`src/rtl/id_ex_stage_if.sv`:
```
// ID/EX stage bus: decoded ID fields, forwarding sources, ALU/EX outputs and STALL.
// The stage itself is the slave; the upstream/downstream environment is the master.
interface id_ex_if;
  logic        id_valid;
  logic [31:0] id_pc;
  logic [4:0]  id_rs1_addr;
  logic [4:0]  id_rs2_addr;
  logic [31:0] id_rs1_data;
  logic [31:0] id_rs2_data;
  logic [31:0] id_imm;
  logic [4:0]  id_alu_select;
  logic        id_op1_pc;
  logic        id_op2_imm;
  logic [4:0]  id_rd_addr;
  logic        id_reg_write;
  logic        id_mem_read;
  logic        flush;
  logic [4:0]  mem_rd_addr;
  logic        mem_reg_write;
  logic [31:0] mem_result;
  logic [4:0]  wb_rd_addr;
  logic        wb_reg_write;
  logic [31:0] wb_data;
  logic [31:0] alu_data1;
  logic [31:0] alu_data2;
  logic [4:0]  alu_select;
  logic        ex_valid;
  logic [31:0] ex_pc;
  logic [4:0]  ex_rd_addr;
  logic        ex_reg_write;
  logic        ex_mem_read;
  logic [31:0] ex_rs2_fwd;
  logic        stall;

  modport master (
    output id_valid, id_pc, id_rs1_addr, id_rs2_addr, id_rs1_data, id_rs2_data,
           id_imm, id_alu_select, id_op1_pc, id_op2_imm, id_rd_addr, id_reg_write,
           id_mem_read, flush, mem_rd_addr, mem_reg_write, mem_result,
           wb_rd_addr, wb_reg_write, wb_data,
    input  alu_data1, alu_data2, alu_select, ex_valid, ex_pc, ex_rd_addr,
           ex_reg_write, ex_mem_read, ex_rs2_fwd, stall
  );

  modport slave (
    input  id_valid, id_pc, id_rs1_addr, id_rs2_addr, id_rs1_data, id_rs2_data,
           id_imm, id_alu_select, id_op1_pc, id_op2_imm, id_rd_addr, id_reg_write,
           id_mem_read, flush, mem_rd_addr, mem_reg_write, mem_result,
           wb_rd_addr, wb_reg_write, wb_data,
    output alu_data1, alu_data2, alu_select, ex_valid, ex_pc, ex_rd_addr,
           ex_reg_write, ex_mem_read, ex_rs2_fwd, stall
  );
endinterface

```
`src/rtl/id_ex_stage.sv`:
```
// RV32IM ID/EX stage: EX register bank, EX/MEM + MEM/WB forwarding, load-use bubbles.
// Define DIV_STALL_EN to hold DIV/DIVU/REM/REMU in EX for DIV_LATENCY cycles.
module id_ex_stage #(
  parameter int DIV_LATENCY = 4
) (
  input logic   i_clk,
  input logic   i_reset_n,
  id_ex_if.slave bus
);
  // Handshake: STALL is combinational; when high, IF/ID must present the same instruction next cycle.
  logic        r_valid;
  logic [31:0] r_pc;
  logic [4:0]  r_rs1_addr;
  logic [4:0]  r_rs2_addr;
  logic [31:0] r_rs1_data;
  logic [31:0] r_rs2_data;
  logic [31:0] r_imm;
  logic [4:0]  r_select;
  logic        r_op1_pc;
  logic        r_op2_imm;
  logic [4:0]  r_rd_addr;
  logic        r_reg_write;
  logic        r_mem_read;

  logic        w_div_busy;
  logic        w_load_use;
  logic        w_bubble;
  logic [31:0] w_fwd_rs1;
  logic [31:0] w_fwd_rs2;

`ifdef DIV_STALL_EN
  localparam int CNT_W = (DIV_LATENCY > 1) ? $clog2(DIV_LATENCY) : 1;
  localparam logic [4:0] SEL_DIV  = 5'd14;
  localparam logic [4:0] SEL_DIVU = 5'd15;
  localparam logic [4:0] SEL_REM  = 5'd16;
  localparam logic [4:0] SEL_REMU = 5'd17;

  logic [CNT_W-1:0] r_div_cnt;

  function automatic logic is_div(input logic [4:0] sel);
    return (sel == SEL_DIV) || (sel == SEL_DIVU) || (sel == SEL_REM) || (sel == SEL_REMU);
  endfunction

  assign w_div_busy = (r_div_cnt != '0);

  // Counter holds the remaining extra cycles of the divide occupying EX.
  always_ff @(posedge i_clk) begin
    if (!i_reset_n || bus.flush) begin
      r_div_cnt <= '0;
    end else if (w_div_busy) begin
      r_div_cnt <= r_div_cnt - CNT_W'(1);
    end else if (!w_load_use && bus.id_valid && is_div(bus.id_alu_select)) begin
      r_div_cnt <= CNT_W'(DIV_LATENCY - 1);
    end
  end
`else
  assign w_div_busy = 1'b0;
`endif

  assign w_load_use = r_valid && r_mem_read && (r_rd_addr != 5'd0) && bus.id_valid &&
                      ((r_rd_addr == bus.id_rs1_addr) || (r_rd_addr == bus.id_rs2_addr));
  assign w_bubble   = bus.flush || (!w_div_busy && w_load_use);

  always_ff @(posedge i_clk) begin
    if (!i_reset_n || w_bubble) begin
      r_valid     <= 1'b0;
      r_pc        <= '0;
      r_rs1_addr  <= '0;
      r_rs2_addr  <= '0;
      r_rs1_data  <= '0;
      r_rs2_data  <= '0;
      r_imm       <= '0;
      r_select    <= '0;
      r_op1_pc    <= 1'b0;
      r_op2_imm   <= 1'b0;
      r_rd_addr   <= '0;
      r_reg_write <= 1'b0;
      r_mem_read  <= 1'b0;
    end else if (!w_div_busy) begin
      r_valid     <= bus.id_valid;
      r_pc        <= bus.id_pc;
      r_rs1_addr  <= bus.id_rs1_addr;
      r_rs2_addr  <= bus.id_rs2_addr;
      r_rs1_data  <= bus.id_rs1_data;
      r_rs2_data  <= bus.id_rs2_data;
      r_imm       <= bus.id_imm;
      r_select    <= bus.id_alu_select;
      r_op1_pc    <= bus.id_op1_pc;
      r_op2_imm   <= bus.id_op2_imm;
      r_rd_addr   <= bus.id_rd_addr;
      r_reg_write <= bus.id_reg_write;
      r_mem_read  <= bus.id_mem_read;
    end
  end

  // MEM beats WB; x0 is never forwarded. Re-evaluated every cycle, including while held.
  function automatic logic [31:0] fwd(input logic [4:0] rs, input logic [31:0] reg_data);
    if (rs != 5'd0 && bus.mem_reg_write && bus.mem_rd_addr == rs) return bus.mem_result;
    if (rs != 5'd0 && bus.wb_reg_write && bus.wb_rd_addr == rs)   return bus.wb_data;
    return reg_data;
  endfunction

  assign w_fwd_rs1 = fwd(r_rs1_addr, r_rs1_data);
  assign w_fwd_rs2 = fwd(r_rs2_addr, r_rs2_data);

  assign bus.alu_data1    = r_op1_pc  ? r_pc  : w_fwd_rs1;
  assign bus.alu_data2    = r_op2_imm ? r_imm : w_fwd_rs2;
  assign bus.alu_select   = r_select;
  assign bus.ex_valid     = r_valid;
  assign bus.ex_pc        = r_pc;
  assign bus.ex_rd_addr   = r_rd_addr;
  assign bus.ex_reg_write = r_reg_write;
  assign bus.ex_mem_read  = r_mem_read;
  assign bus.ex_rs2_fwd   = w_fwd_rs2;
  assign bus.stall        = !bus.flush && (w_div_busy || w_load_use);
endmodule

```
`src/flat_wrapper.sv`:
```
// flat-port wrapper written by rule: the top's interface ports become plain ports
module id_ex_stage_flat 
#(
  parameter int DIV_LATENCY = 4
)
  (i_clk, i_reset_n, bus_id_valid, bus_id_pc, bus_id_rs1_addr, bus_id_rs2_addr, bus_id_rs1_data, bus_id_rs2_data, bus_id_imm, bus_id_alu_select, bus_id_op1_pc, bus_id_op2_imm, bus_id_rd_addr, bus_id_reg_write, bus_id_mem_read, bus_flush, bus_mem_rd_addr, bus_mem_reg_write, bus_mem_result, bus_wb_rd_addr, bus_wb_reg_write, bus_wb_data, bus_alu_data1, bus_alu_data2, bus_alu_select, bus_ex_valid, bus_ex_pc, bus_ex_rd_addr, bus_ex_reg_write, bus_ex_mem_read, bus_ex_rs2_fwd, bus_stall);
  id_ex_if bus_i ();
  input logic i_clk;
  input logic i_reset_n;
  input wire logic [$bits(bus_i.id_valid)-1:0] bus_id_valid;
  input wire logic [$bits(bus_i.id_pc)-1:0] bus_id_pc;
  input wire logic [$bits(bus_i.id_rs1_addr)-1:0] bus_id_rs1_addr;
  input wire logic [$bits(bus_i.id_rs2_addr)-1:0] bus_id_rs2_addr;
  input wire logic [$bits(bus_i.id_rs1_data)-1:0] bus_id_rs1_data;
  input wire logic [$bits(bus_i.id_rs2_data)-1:0] bus_id_rs2_data;
  input wire logic [$bits(bus_i.id_imm)-1:0] bus_id_imm;
  input wire logic [$bits(bus_i.id_alu_select)-1:0] bus_id_alu_select;
  input wire logic [$bits(bus_i.id_op1_pc)-1:0] bus_id_op1_pc;
  input wire logic [$bits(bus_i.id_op2_imm)-1:0] bus_id_op2_imm;
  input wire logic [$bits(bus_i.id_rd_addr)-1:0] bus_id_rd_addr;
  input wire logic [$bits(bus_i.id_reg_write)-1:0] bus_id_reg_write;
  input wire logic [$bits(bus_i.id_mem_read)-1:0] bus_id_mem_read;
  input wire logic [$bits(bus_i.flush)-1:0] bus_flush;
  input wire logic [$bits(bus_i.mem_rd_addr)-1:0] bus_mem_rd_addr;
  input wire logic [$bits(bus_i.mem_reg_write)-1:0] bus_mem_reg_write;
  input wire logic [$bits(bus_i.mem_result)-1:0] bus_mem_result;
  input wire logic [$bits(bus_i.wb_rd_addr)-1:0] bus_wb_rd_addr;
  input wire logic [$bits(bus_i.wb_reg_write)-1:0] bus_wb_reg_write;
  input wire logic [$bits(bus_i.wb_data)-1:0] bus_wb_data;
  output wire logic [$bits(bus_i.alu_data1)-1:0] bus_alu_data1;
  output wire logic [$bits(bus_i.alu_data2)-1:0] bus_alu_data2;
  output wire logic [$bits(bus_i.alu_select)-1:0] bus_alu_select;
  output wire logic [$bits(bus_i.ex_valid)-1:0] bus_ex_valid;
  output wire logic [$bits(bus_i.ex_pc)-1:0] bus_ex_pc;
  output wire logic [$bits(bus_i.ex_rd_addr)-1:0] bus_ex_rd_addr;
  output wire logic [$bits(bus_i.ex_reg_write)-1:0] bus_ex_reg_write;
  output wire logic [$bits(bus_i.ex_mem_read)-1:0] bus_ex_mem_read;
  output wire logic [$bits(bus_i.ex_rs2_fwd)-1:0] bus_ex_rs2_fwd;
  output wire logic [$bits(bus_i.stall)-1:0] bus_stall;
  assign bus_i.id_valid = bus_id_valid;
  assign bus_i.id_pc = bus_id_pc;
  assign bus_i.id_rs1_addr = bus_id_rs1_addr;
  assign bus_i.id_rs2_addr = bus_id_rs2_addr;
  assign bus_i.id_rs1_data = bus_id_rs1_data;
  assign bus_i.id_rs2_data = bus_id_rs2_data;
  assign bus_i.id_imm = bus_id_imm;
  assign bus_i.id_alu_select = bus_id_alu_select;
  assign bus_i.id_op1_pc = bus_id_op1_pc;
  assign bus_i.id_op2_imm = bus_id_op2_imm;
  assign bus_i.id_rd_addr = bus_id_rd_addr;
  assign bus_i.id_reg_write = bus_id_reg_write;
  assign bus_i.id_mem_read = bus_id_mem_read;
  assign bus_i.flush = bus_flush;
  assign bus_i.mem_rd_addr = bus_mem_rd_addr;
  assign bus_i.mem_reg_write = bus_mem_reg_write;
  assign bus_i.mem_result = bus_mem_result;
  assign bus_i.wb_rd_addr = bus_wb_rd_addr;
  assign bus_i.wb_reg_write = bus_wb_reg_write;
  assign bus_i.wb_data = bus_wb_data;
  assign bus_alu_data1 = bus_i.alu_data1;
  assign bus_alu_data2 = bus_i.alu_data2;
  assign bus_alu_select = bus_i.alu_select;
  assign bus_ex_valid = bus_i.ex_valid;
  assign bus_ex_pc = bus_i.ex_pc;
  assign bus_ex_rd_addr = bus_i.ex_rd_addr;
  assign bus_ex_reg_write = bus_i.ex_reg_write;
  assign bus_ex_mem_read = bus_i.ex_mem_read;
  assign bus_ex_rs2_fwd = bus_i.ex_rs2_fwd;
  assign bus_stall = bus_i.stall;
  id_ex_stage #(.DIV_LATENCY(DIV_LATENCY)) u_core (.i_clk(i_clk), .i_reset_n(i_reset_n), .bus(bus_i));
endmodule
```
`config.mk`:
```
export PLATFORM = sky130hd
export DESIGN_NAME = id_ex_stage_flat
export DESIGN_NICKNAME = d
export VERILOG_FILES = /design/src/rtl/id_ex_stage_if.sv /design/src/rtl/id_ex_stage.sv /design/src/flat_wrapper.sv
export SDC_FILE = /design/constraint.sdc
export NUM_CORES = 1
export LEC_CHECK = 0
export ABC_AREA = 0
export CORE_MARGIN = 2
export CORE_UTILIZATION = 25
export CTS_BUF_LIST = sky130_fd_sc_hd__clkbuf_16
export DETAILED_ROUTE_END_ITERATION = 8
export SYNTH_ARGS = -nofsm -noshare
export SYNTH_HDL_FRONTEND = slang
export SYNTH_SLANG_ARGS = --single-unit
```
`constraint.sdc`:
```
create_clock -name i_clk -period 3.1 [get_ports i_clk]
set_input_delay 0.62 -clock i_clk [delete_from_list [all_inputs] [get_ports i_clk]]
set_output_delay 0.62 -clock i_clk [all_outputs]
set_load 0.02 [all_outputs]
```
; ---- Yosys cells after proc, flatten, opt, wreduce, memory -nomap -nowiden
; Index checks and enable logic that the tools add are counted.
[classes]
eq_ne = 6
mux = 16
reduce_logical = 21
[op_table]
columns = op, n
row1 = 2-to-1 mux 32 bit, 10
row2 = == test 5 bit, 6
row3 = nonzero test 5 bit, 3
row4 = logical AND 1 bit, 13
row5 = 2-to-1 mux 1 bit, 6
row6 = logical OR 1 bit, 3
row7 = zero test 1 bit, 2
[word_totals]
ff_bits = 153
out_inout_bits = 142
wordCells = 56

; ---- Logic depth before layout (Yosys ltp)
[depth]
depth_word = 8
ltp_mapped = 7
depth_no_buf = 5

; ---- Least setup slack after synthesis
; No wires, ideal clock.
[synth_path]
path_kind = input port to output port
startpoint = input port bus_mem_rd_addr[3]
endpoint = output port bus_alu_data1[10]
t_arrival_ns = 2.303
required_ns = 2.480
setup_slack_ns = 0.177
stages = 6
path_cell_list = xnor2_1 > nand2_1 > a2111oi_0 > a41oi_1 > buf_2 > a222oi_1
[synth_via]
elab_chain_cells = 5
[synth_rtl]
columns = element, line
row1 = start: declaration, flat_wrapper.sv:24  ; input wire logic [$bits(bus_i.mem_rd_addr)-1:0] bus_mem_rd_addr;
row2 = == test 5 bit, id_ex_stage.sv:98  ; if (rs != 5'd0 && bus.mem_reg_write && bus.mem_rd_addr == rs) return bus.mem_result;
row3 = logical AND 1 bit, id_ex_stage.sv:98
row4 = 2-to-1 mux 1 bit, id_ex_stage.sv:98
row5 = 2-to-1 mux 32 bit, id_ex_stage.sv:99  ; if (rs != 5'd0 && bus.wb_reg_write && bus.wb_rd_addr == rs) return bus.wb_data;
row6 = 2-to-1 mux 32 bit, id_ex_stage.sv:106  ; assign bus.alu_data1 = r_op1_pc ? r_pc : w_fwd_rs1;
row7 = end: declaration, flat_wrapper.sv:30  ; output wire logic [$bits(bus_i.alu_data1)-1:0] bus_alu_data1;
; No other way between the ends.

; ---- Worst setup path in the final report
[layout_path]
startpoint = register u_core.r_rs2_addr[4]
endpoint = output port bus_alu_data2[22]
[layout_via]
elab_chain_cells = 8
word_cells_on_any_way = 14
[layout_rtl]
columns = element, line
row1 = start: declaration, id_ex_stage.sv:14  ; logic [4:0] r_rs2_addr;
row2 = start signal: assignment, id_ex_stage.sv:83  ; r_rs2_addr <= bus.id_rs2_addr;
row3 = nonzero test 5 bit, "id_ex_stage.sv:98, id_ex_stage.sv:99"
row4 = logical AND 1 bit (2 in series), id_ex_stage.sv:99
row5 = 2-to-1 mux 1 bit (2 in series), id_ex_stage.sv:99
row6 = 2-to-1 mux 32 bit, id_ex_stage.sv:100  ; return reg_data;
row7 = 2-to-1 mux 32 bit *, id_ex_stage.sv:99
row8 = 2-to-1 mux 32 bit *, id_ex_stage.sv:107  ; assign bus.alu_data2 = r_op2_imm ? r_imm : w_fwd_rs2;
row9 = end: declaration, flat_wrapper.sv:31  ; output wire logic [$bits(bus_i.alu_data2)-1:0] bus_alu_data2;
; Mark *: on every way between the ends. The rest lies on a longest branch, timed or not. The select of a mux whose other input is x is not followed.

==> impl_summary.log <==
INFO  metric run_status = finished with violations
INFO  metric failed_checks = setup timing
INFO  metric clkSlewWorstSetupHoldPaths = ~0.080 ns
INFO  metric clock_sinks = 153
INFO  metric drt.antenna.violating_nets = 0
INFO  metric syn_inst = 759
INFO  metric hold_end = u_core.r_rs2_data[7]
INFO  metric global_route.overflow_total = 0
INFO  metric critical_path.cell_chain = or4_4 -> o211ai_4 -> or2_4 -> clkbuf_16 -> a31oi_4 -> mux2_4 -> buf_6
INFO  metric synth_top_family_by_area = simple AND/OR/NAND/NOR gates
INFO  metric num_vias = 7500
INFO  metric worst_slack = -0.1287 ns
INFO  metric worstReg2RegStart = u_core.bus.ex_rd_addr[0]
INFO  metric synth_compound_gate_area_share = 0.1190
INFO  metric worstHoldStart = bus_id_rs2_data[7]
INFO  metric rsz0062_at_grt = true
INFO  metric finalPower = approximately 5.7 mW
INFO  metric tritoncts_buffer_count = 17
INFO  metric drt-total-wl = 33840 µm
INFO  metric worst_hold_path.num_cells = 2
INFO  metric post_detailed_route_wirelength_per_cell = 21.07 µm
INFO  metric critical_path.top_delay_family = simple AND/OR/NAND/NOR gates
INFO  metric end_kind = output pin
INFO  metric final_setup_violation_count = 61
INFO  metric design.die.area = 29150 µm²
INFO  metric synth-seq-cells = 153
INFO  metric start_kind = register
INFO  metric worstRegToRegCells = 7
INFO  metric maxClockFrequency = 0.3097 GHz
INFO  metric grt_pass1_wl = 45730 µm
INFO  metric cts-root-to-sink-buffers = 2
INFO  metric max-vdd-ir-drop = around 0.00039 V
INFO  metric cell_chosen_for_the_clock_root = clkbuf_16
INFO  metric die_height = 170.7 µm
INFO  metric final_design_utilization = 0.5181
INFO  metric core_region = 27550 µm²
INFO  metric timing.max_cap.violations = 0
INFO  metric regToRegSetupSlack = 1.35 ns
INFO  metric global_route.usage.met3 = 0.05413
INFO  metric yosys.area_share.simple = 0.2367
INFO  metric met1_usage = 0.2553
INFO  metric drt-pass1-iter-count = 9
INFO  metric final_common_cell = clkdlybuf4s50_1
INFO  metric groute.usage.overall = 0.2112
INFO  metric post-route-cell-area = 14270 µm²
INFO  metric placed_area = 11820 µm²
INFO  metric count_of_endpoints_failing_hold_in_the_final_timing_report = 0
INFO  metric synth_adder_area_share = 0
INFO  metric timing.max_slew.rel_slack = 0.4954
INFO  metric drt_drc_violations_left = 0
INFO  metric synthesis.area_per_instance = 9.157 µm²
INFO  metric initial_utilization = 0.2523
INFO  metric grt_max_degree = 123
INFO  metric fill_cells = approximately 2500
INFO  metric yosys-mux-area-fraction = 0.09469
INFO  metric summed_instance_area_of_the_synthesized_netlist = about 7000 µm²
INFO  metric place.gp.congestion = 0.8346
INFO  metric dpl.hpwl = 22720 µm
INFO  metric powerDensity = a little under 400 nW/µm²
INFO  metric antenna_found_initial = 3
INFO  metric tritoncts = done
INFO  metric critical_path_class = reg2out
INFO  metric slowest_stage_delay_cp = 0.56 ns
INFO  metric worst_path_max_delay_cell = or4_4
INFO  metric post_synth_num_cell_types = 36
INFO  metric h-tree-depth = 4
INFO  metric final-instance-count-excl-fill = 1606
INFO  metric timing.critical_path.arrival = 2.61 ns
INFO  metric timing.clock.skew = around 0.011 ns
INFO  metric holdBufCountCts = 0
INFO  metric floorplan.io_pins = 374
INFO  metric fin_worst_hold_slack = approximately 0.75 ns
INFO  metric drive_above_1_share = 0.3518
INFO  metric synth_ff_type = dfxtp_1
INFO  metric area.growth.synth_to_final = 105.4%
INFO  metric grt_busiest_layer = met2
INFO  metric first_global_vias = 7549
INFO  metric layout_min_cycle_time = 3.229 ns
INFO  metric post-place-cells = 1537
INFO  metric postSynth.asyncResetShare = 0
INFO  metric crit-reg2reg-capture = u_core.r_rs2_data[31]
INFO  metric syn_warnings = 0
INFO  metric tightest_slew = 0.7569 ns
INFO  metric slew_violations = 0
INFO  metric clock_insertion_delay_worst_skew = between 0.4 and 0.5 ns
INFO  metric critical_path_buf_inv_count = 2
INFO  metric drtIter0Drc = 520
INFO  metric synthXorXnorAreaFrac = 0.03402
INFO  metric synth_edf_count = 0
INFO  metric route.detailed.vias_per_inst = 4.670
INFO  metric grt_util_met2 = 0.3705
INFO  metric numPortBuffers = 373
INFO  metric nNetsFinal = 1444
INFO  metric dieWidth = 170.7 µm
INFO  metric layout.cells.most_common_list = 265 x clkdlybuf4s50_1, 153 x and2_1, 147 x dfxtp_1, 86 x buf_6, 67 x inv_1
INFO  metric power.leakage = ~5.5 nW
INFO  metric crit_fanout = 7
INFO  metric synth_nets = 991
INFO  metric synth_sequential_area_ratio = 0.4407
INFO  metric post-route-period-util = 1.042
INFO  metric total_number_of_placement_rows = 61
INFO  metric hold_path_class = in2reg
INFO  metric cp.required = roughly 2.5 ns
==> sequential cells by signal (all words and copies together), names as in the netlist <==
register / cells
u_core.bus.ex_rd_addr: 5
u_core.bus.ex_mem_read: 1
u_core.r_rs2_data: 32
u_core.r_op2_imm: 1
u_core.bus.ex_reg_write: 1
u_core.bus.ex_valid: 1
u_core.r_rs2_addr: 5
u_core.r_rs1_addr: 5
u_core.r_op1_pc: 1
u_core.r_rs1_data: 32
u_core.bus.alu_select: 5
u_core.bus.ex_pc: 32
u_core.r_imm: 32
==> through the flow <==
step	setup slack [ns]	TNS [ns]
global route	-0.2272	-10.76
floorplan	0.1768	0
detailed placement	-0.8355	-67.23
global placement	-0.8467	-66.56
finish	-0.1287	-4.135
CTS	-0.1331	-5.438
==> report_power, final <==
part	internal [mW]	total, mW	switching, mW
combinational	0.781	1.43	0.654
clock	1.15	2.13	0.989
sequential	2.04	2.09	0.0450
==> per-layer routing <==
layer / part of all wire / wire (µm)
met3: 0.070 / 2370
met2: 0.51 / 17100
met4: 0.019 / 643
met5: 0 / 0
met1: 0.41 / 13720
==> cells by family (layout without fill, tap and decap cells) <==
logic type	count (synthesis)	after routing
AND/OR/NAND/NOR	281	283
flip-flops	153	153
buffers and inverters	132	596
AO/OA/AOI/OAI	104	104
multiplexers	62	62
XOR/XNOR	27	27
other	0	3
==> cell type report <==
class / instances / area [µm²] / share of cell area
clock buffers: 17 / 425.4 / 0.02980
clock inverters: 15 / 155.1 / 0.01087
multi-input cells: 476 / 4760 / 0.3334
inverters: 67 / 251.5 / 0.01762
repair buffers: 497 / 5129 / 0.3593
diodes: 3 / 7.507 / 0.0005259
well taps: 378 / 473.0 / 0.03313
flip-flops and latches: 153 / 3073 / 0.2153
==> worst max-delay path by stage <==
stage,startpoint,to,slack (ns),cells past startpoint
3_3_place_gp,bus_mem_rd_addr[4],bus_alu_data1[16],-0.85,9
3_5_place_dp,bus_mem_rd_addr[4],bus_alu_data1[18],-0.84,9
6_report,u_core.r_rs2_addr[4],bus_alu_data2[22],-0.13,7
5_1_grt,u_core.r_rs1_addr[2],bus_alu_data1[11],-0.23,9
2_1_floorplan,bus_mem_rd_addr[3],bus_alu_data1[10],0.18,6
4_1_cts,u_core.r_rs1_addr[2],bus_alu_data1[16],-0.13,9
==> synth_stat cells, types with 2 or more instances <==
cell type	count	area (µm²)
mux2_2	29	326.6
xnor2_1	27	236.5
a221oi_1	2	17.52
nor3_1	31	155.2
nand4_1	3	18.77
and2_1	153	957.2
nand2_1	9	33.78
a21oi_1	2	10.01
o22ai_1	2	12.51
buf_1	3	11.26
buf_2	11	55.05
clkbuf_1	48	180.2
nand3_1	33	165.2
nor2_1	10	37.54
inv_1	67	251.5
o31ai_1	32	240.2
and3_1	33	206.5
a31oi_1	30	187.7
a222oi_1	32	320.3
mux2i_1	32	320.3
buf_4	3	22.52
dfxtp_1	153	3063
==> timing repair <==
action | CTS | global route
setup buffers | 12 | 18
setup endpoints to repair | 96 | 90
pin swaps | 49 | 75
resized for setup | 569 | 274
cloned | 7 | 10
(Power assumes the default switching activity.)
